<file path="src/rtl/isqrt_pkg.sv">
// Shared types and sizing helpers for the sequential integer square-root unit.
package isqrt_pkg;

  // Controller states: waiting for a radicand, iterating, holding a result.
  typedef enum logic [1:0] {
    IDLE = 2'd0,
    CALC = 2'd1,
    DONE = 2'd2
  } state_e;

  // Default root width used when the unit is not parameterised otherwise.
  localparam int SIZE_DEF = 4;

  // Iteration counter width for a given root width (counts SIZE-1 down to 0).
  function automatic int iter_width(input int size);
    return (size <= 2) ? 1 : $clog2(size);
  endfunction

  localparam int ITER_W = iter_width(SIZE_DEF);

endpackage

</file>
<file path="src/rtl/isqrt_step.sv">
// One restoring square-root digit step: bring down two radicand bits, trial
// subtract {q, 01}, keep the difference and shift in a 1 when it fits.
module isqrt_step #(
  parameter int SIZE = 4
) (
  input  logic [SIZE+1:0] r_i,
  input  logic [SIZE-1:0] q_i,
  input  logic [1:0]      bits_i,
  output logic [SIZE+1:0] r_o,
  output logic [SIZE-1:0] q_o
);

  logic [SIZE+3:0] r_shift;
  logic [SIZE+3:0] trial;
  logic            fits;

  // Trial subtraction, carried out at full width so the compare never wraps.
  always_comb begin
    r_shift = {r_i, bits_i};
    trial   = {2'b00, q_i, 2'b01};
    fits    = (r_shift >= trial);
    r_o     = fits ? (SIZE+2)'(r_shift - trial) : r_shift[SIZE+1:0];
    q_o     = {q_i[SIZE-2:0], fits};
  end

endmodule

</file>
<file path="src/rtl/isqrt_seq.sv">
// Sequential integer square root, one root bit per clock.
// Handshake: a transfer happens on a rising edge where valid and ready are
// both high; valid, once raised, holds with stable data until that edge.
// in_ready/out_valid are registered and never depend combinationally on
// in_valid or out_ready.
module isqrt_seq
  import isqrt_pkg::*;
#(
  parameter int SIZE = 4
) (
  input  logic              clk,
  input  logic              rst_n,
  input  logic              in_valid,
  output logic              in_ready,
  input  logic [2*SIZE-1:0] in_data,
  output logic              out_valid,
  input  logic              out_ready,
  output logic [SIZE-1:0]   root,
  output logic [SIZE:0]     rem,
  output state_e            dbg_state
);

  localparam int CNT_W = iter_width(SIZE);

  state_e              state_q, state_d;
  logic [CNT_W-1:0]    iter_q, iter_d;
  logic [2*SIZE-1:0]   rad_q, rad_d;
  logic [SIZE+1:0]     r_q, r_d;
  logic [SIZE-1:0]     q_q, q_d;
  logic [SIZE-1:0]     root_q, root_d;
  logic [SIZE:0]       rem_q, rem_d;
  logic                in_ready_q, in_ready_d;
  logic                out_valid_q, out_valid_d;

  logic [SIZE+1:0]     r_nxt;
  logic [SIZE-1:0]     q_nxt;

  isqrt_step #(.SIZE(SIZE)) u_step (
    .r_i    (r_q),
    .q_i    (q_q),
    .bits_i (rad_q[2*SIZE-1 -: 2]),
    .r_o    (r_nxt),
    .q_o    (q_nxt)
  );

  // Next-state, datapath and handshake decode; ready/valid follow the next state.
  always_comb begin
    state_d = state_q;
    iter_d  = iter_q;
    rad_d   = rad_q;
    r_d     = r_q;
    q_d     = q_q;
    root_d  = root_q;
    rem_d   = rem_q;
    case (state_q)
      IDLE: begin
        if (in_valid && in_ready_q) begin
          rad_d   = in_data;
          r_d     = '0;
          q_d     = '0;
          iter_d  = CNT_W'(SIZE - 1);
          state_d = CALC;
        end
      end
      CALC: begin
        rad_d  = {rad_q[2*SIZE-3:0], 2'b00};
        r_d    = r_nxt;
        q_d    = q_nxt;
        iter_d = iter_q - CNT_W'(1);
        if (iter_q == '0) begin
          root_d  = q_nxt;
          rem_d   = r_nxt[SIZE:0];
          state_d = DONE;
        end
      end
      DONE: begin
        if (out_ready) state_d = IDLE;
      end
      default: state_d = IDLE;
    endcase
    in_ready_d  = (state_d == IDLE);
    out_valid_d = (state_d == DONE);
  end

  // State and datapath registers; reset aborts any operation in flight.
  always_ff @(posedge clk or negedge rst_n) begin
    if (!rst_n) begin
      state_q     <= IDLE;
      iter_q      <= '0;
      rad_q       <= '0;
      r_q         <= '0;
      q_q         <= '0;
      root_q      <= '0;
      rem_q       <= '0;
      in_ready_q  <= 1'b0;
      out_valid_q <= 1'b0;
    end else begin
      state_q     <= state_d;
      iter_q      <= iter_d;
      rad_q       <= rad_d;
      r_q         <= r_d;
      q_q         <= q_d;
      root_q      <= root_d;
      rem_q       <= rem_d;
      in_ready_q  <= in_ready_d;
      out_valid_q <= out_valid_d;
    end
  end

  assign in_ready  = in_ready_q;
  assign out_valid = out_valid_q;
  assign root      = root_q;
  assign rem       = rem_q;
  assign dbg_state = state_q;

endmodule
</file>
<file path="config.mk">
export PLATFORM = sky130hd
export DESIGN_NAME = isqrt_seq
export DESIGN_NICKNAME = d
export VERILOG_FILES = /design/src/rtl/isqrt_pkg.sv /design/src/rtl/isqrt_step.sv /design/src/rtl/isqrt_seq.sv
export SDC_FILE = /design/constraint.sdc
export NUM_CORES = 1
export LEC_CHECK = 0
export ABC_AREA = 1
export BUFFER_PORTS_ARGS = -buffer_cell sky130_fd_sc_hd__buf_2
export CAP_MARGIN = 20
export CORE_UTILIZATION = 55
export DETAILED_ROUTE_END_ITERATION = 8
export PLACE_DENSITY = 0.78
export SKIP_LAST_GASP = 1
export SYNTH_ARGS = -nofsm -noshare
export SYNTH_HDL_FRONTEND = slang
export SYNTH_SLANG_ARGS = --single-unit
export TNS_END_PERCENT = 20
</file>
<file path="constraint.sdc">
create_clock -name clk -period 2.1 [get_ports clk]
set_input_delay 0.105 -clock clk [delete_from_list [all_inputs] [get_ports clk]]
set_output_delay 0.105 -clock clk [all_outputs]
set_load 0.05 [all_outputs]
</file>
Word level (Yosys, flattened, before mapping)
Index checks and enable logic that the tools add are counted.
{ "totals": {"register_bits": 33, "in_bits": 12, "out_inout_bits": 13, "word_cells": 36} }
{ "op_classes": {"n_addsub": 2, "order_cmp": 1, "n_eq_ne": 4, "muxes": 13, "reduce_logical": 7} }
{ "op_table": {"columns": ["cell", "count"], "rows": [
  ["$pmux W8 S2", 1],
  ["$mux W6", 2],
  ["$pmux W6 S2", 1],
  ["$ge A8 B6 Y1", 1],
  ["$mux W2", 4],
  ["$mux W8", 1],
  ["$pmux W4 S2", 1],
  ["$logic_not A2 Y1", 3],
  ["$pmux W2 S3", 1],
  ["$sub A6 B6 Y6", 1],
  ["$eq A2 B2 Y1 const B", 2],
  ["$mux W4", 1],
  ["$pmux W2 S2", 1],
  ["$reduce_and A2 Y1", 2],
  ["$eq A2 B1 Y1 const B", 1],
  ["$ne A2 B2 Y1 const B", 1],
  ["$reduce_bool A2 Y1", 1],
  ["$sub A2 B1 Y2 const B", 1],
  ["$logic_and A1 B1 Y1", 1]
]} }

Logic depth before layout (Yosys ltp)
{ "logic_depth": {"depth_word": 4, "depth_mapped": 11, "ltp_nobuf": 11} }

Hierarchy
Synthesis repeated with hierarchy kept, for this count alone.
{ "hier_totals": {"cells_unflattened": 234, "hier_area_um2": 1868.0} }
{ "modules_own_cells": {"columns": ["mod", "instances", "cells_each", "area_each_um2", "seq_area_each_um2"], "rows": [
  ["isqrt_seq", 1, 166, 1430.1, 825.8],
  ["isqrt_step", 1, 68, 437.9, 0.0]
]} }

Worst setup path before layout
Ideal clock, no wire load.
{ "synth_path": {"kind": "register to register", "start": "register state_q[0] (netlist: dbg_state[0])", "end": "register rad_q[2]", "setup_ns": 0.087, "t_arrival_ns": 1.462, "required_time_ns": 2.013, "setup_slack_ns": 0.551, "stages_incl_launch_ff": 8, "n_path_buf": 1, "period_less_slack_ns": 1.549, "cell_sequence": "dfrtp_1 inv_2 nor2_8 inv_2 nand2_4 inv_4 buf_6 a211oi_2"} }
{ "synth_via": {"elab_chain_cells": 3, "elab_cells_between_ends": 6, "classes_between": "eq/ne (2); mux (1); reduce/logical (3)"} }
{ "synth_lines": {"columns": ["element", "line_no", "source"], "rows": [
  ["start: declaration", "isqrt_seq.sv:25", "state_e state_q, state_d;"],
  ["start signal: assignment", "isqrt_seq.sv:98", "state_q <= state_d;"],
  ["$eq A2 B1 Y1 / $logic_not A2 Y1 (equally long branches)", "isqrt_seq.sv:55", "case (state_q)"],
  ["$reduce_bool A2 Y1 (no line) / $ne A2 B2 Y1 (equally long branches)", null, null],
  ["$reduce_and A2 Y1 (no line)", null, null],
  ["end signal: assignment", "isqrt_seq.sv:100", "rad_q <= rad_d;"],
  ["end: declaration", "isqrt_seq.sv:27", "logic [2*SIZE-1:0] rad_q, rad_d;"]
]} }
Several ways; a longest one is shown, not always the timed one.
A chain may end at the register's enable or synchronous reset.

Worst setup path after layout
{ "layout_path": {"start": "register r_q[1]", "end": "register r_q[5]"} }
{ "layout_via": {"elab_chain_cells": 3, "elab_cells_between_ends": 4, "classes_between": "add/sub (1); order compare (1); mux (2)"} }
{ "layout_lines": {"columns": ["element", "line_no", "source"], "rows": [
  ["start: declaration", "isqrt_seq.sv:28", "logic [SIZE+1:0] r_q, r_d;"],
  ["start signal: assignment", "isqrt_seq.sv:101", "r_q <= r_d;"],
  ["$ge A8 B6 Y1 / $sub A6 B6 Y6 (equally long branches)", "isqrt_step.sv:21, isqrt_step.sv:22", null],
  ["$mux W6 *", "isqrt_step.sv:22", "r_o = fits ? (SIZE+2)'(r_shift - trial) : r_shift[SIZE+1:0];"],
  ["$pmux W6 S2 *", "isqrt_seq.sv:55", null]
]} }
Every way passes the cells marked *; elsewhere a longest branch is shown, timed or not.

==> impl_results.md <==
- Critical Path Start Type: register
- ANT cells: 0
- Final Max Tran Viols: 0
- Register-to-Register Path Depth: 9
- Failing checks: design-rule violations
- Worst EP arrival: about 2100 ps
- Ports: 25
- Clock Tree Root: clkbuf_4
- Post-synthesis mux area share: 0
- Die area: ~0.0033 sq mm
- Status: finished with violations
- Clock latency on the worst-skew pair: ~330 ps
- Mapped Area: 0.00168 sq mm
- HP Start: in_data[7]
- Avg Synthesized Cell Area: about 8.8 sq um
- Synth Warn #: 0
- Post-synthesis simple-gate area fraction: 0.304
- Layout Skew: 8.36 ps
- Post-synthesis sequential area ratio: 0.492
- 1st-iter DRT viols: roughly 120
- Synth Area in Compound Gates: 0.0812
- Critical Path RT: ~2300 ps
- Synth Area in Adders: 0.0522
- Largest family of logic cells by synthesized area: simple AND/OR/NAND/NOR gates
- Largest area contributor in the netlist: dfrtp_1
- RR Startpoint: r_q[1]
- Placer congestion estimate: just over 1
- Layout Utilization: 0.684
- Commonest non-fill, non-tap cell in the layout: nand2_1
- Multi-input gate area: 743 sq um
- CTS max path bufs: 2
- Endpoint of the worst hold path: rad_q[7]
- Setup crit end kind: register
- Max_slew headroom: 0.534
- Max-Cap Viols: 0
- Post-Route WL: 3.69 mm
- Synth Register Bits: 33
- Setup Crit Path Kind: register to register
- Largest cells by area after synthesis: dfrtp_1, nand2_1, nand3_1
- Unrepaired setup endpoints after global routing: no
- HP Class: input port to register
- Pin count of the biggest net entering global routing: 34
- Final setup viols: 0
- Ordered cell list for the critical path: ha_1 -> a21oi_1 -> nand3_1 -> nand2_2 -> nand2_4 -> nand2_1 -> nand2_1 -> nand2_1 -> nand2_1
- Final WS setup: 276 ps
- Num CTS Buffers: 5
- PortBufs: 24
- Grt ovf: 0
- Most frequent CP cell: nand2_1
- Core area: 0.00283 sq mm
- Drt pass-1 iters: 6
- Largest stage delay, worst path: between 400 and 500 ps
- Number of fill cells in the layout: 221
- DIE WIDTH: approximately 57 um
- Initial antenna violation count: 0
- GRT Util Overall: 0.250
- Final HPWL DP: 2.57 mm
- Post-CTS setup buffer count: 0
- Cell variety after synth: 29
- CTS H-tree lvls: 2
- Worst Tran Pin Value: about 700 ps
- CTS tree: yes
- CTS-repair resized insts: 0
- Vias in the first global route: 1422
- # hold bufs at CTS: 4
- Cell Rows: 19
- Fmax: about 550 MHz
- Layout cells sized above 1: 0.188
- First-pass GRT wire length: ~6 mm
- Syn nets: 210
- Hold path depth: 3
- Layout overhead on the synthesized area: 15.2%
- Clock Pin Slew Worst Setup and Hold Paths: around 100 ps
- Hold Fails Final Rpt: 0
- Fin crit share: 0.868
- Layout net count: about 240
- Vias/cell: about 5.7
- ANT nets after route: 0
- Sequential cell area: 826 sq um
- DRC errors left: 2
- Clk sinks: 33
- Post-Place Setup Slack: 348 ps
- Drt wl/cell: around 15 um
- Chip height: around 57 um
- Via count: roughly 1400
- Slowest CP cell: dfrtp_1
- Setup TNS: 0 ps
- Initial core utilization: 0.594
- Reg-to-reg slack, setup: ~280 ps
- Reg2reg end: r_q[5]
- Mapped Cells: about 190
- Minimum clock period: between 1500 and 2000 ps
- Most frequent cells in the layout: nand2_1, dfrtp_1, buf_2, nand3_1, inv_1
- XOR/XNOR Fraction of Synth Area: 0.00522
- Crit Path Max Fanout: 8
- Synth top area share: 0.492
routing by layer:
metal | vias to the layer above | routed length, um | track usage
li1 | 693 | - | -
met1 | 668 | 1580 | 0.317
met2 | 65 | 1800 | 0.397
met3 | 15 | 191 | 0.0590
met4 | 0 | 110 | 0.136
met5 | - | 0 | 0
registers in the layout (all words and copies together), names as in the netlist:
signal and cells:
out_valid 1, in_ready 1, r_q 6, root 4
dbg_state 2, rad_q 8, q_q 4, rem 5
iter_q 2
worst max-delay path, delay by kind of cell (launching register included):
| family | cells | cell delay (ps) |
|---|---|---|
| simple gates | 7 | 670 |
| flops | 1 | 410 |
| fa+ha+maj | 1 | 380 |
| compound gates | 1 | 250 |
Yosys cell counts (all sizes together):
library cell and number:
a211oi 6, o22ai 3, nand4 2, a22oi 1, a21oi 2, xor2 1, dfrtp 33, o31ai 2
ha 7, inv 21, nand2 59, o21ai 7, nand3 20, buf 4, nor2 10, or2 1
nand3b 5, nor3 7
metrics by stage:
step | area, sq um | cells | hold WS [ps]
CTS | 1930 | 254 | 95.9
global placement | 1810 | 242 | 184
finish | 1930 | 254 | 103
global route | 1930 | 254 | 97.5
detailed placement | 1810 | 242 | 195
floorplan | 1680 | 191 | -191
cells by family after synthesis:
family,Yosys count
fa+ha+maj,7
xor+xnor,1
buf+inv,25
simple gates,104
compound gates,21
flops,33
cell type report:
cell class / instances / area share
Sequential cell: 33 / 0.427
Inverter: 21 / 0.0420
Timing Repair Buffer: 28 / 0.0828
Clock buffer: 7 / 0.0285
Multi-Input combinational cell: 133 / 0.384
Tap cell: 31 / 0.0201
Clock inverter: 1 / 0.0155
how the worst max path moves through the flow:
stage	startpoint	end	depth (start not counted)
floorplan	dbg_state[0]	rad_q[2]	7
global placement	q_q[1]	r_q[5]	10
detailed placement	q_q[1]	r_q[5]	10
CTS	r_q[1]	r_q[5]	9
global route	q_q[1]	r_q[5]	10
finish	r_q[1]	r_q[5]	9
Power is not shown: default switching activity piles up to over one toggle a cycle in this logic, so the estimate is an artifact.
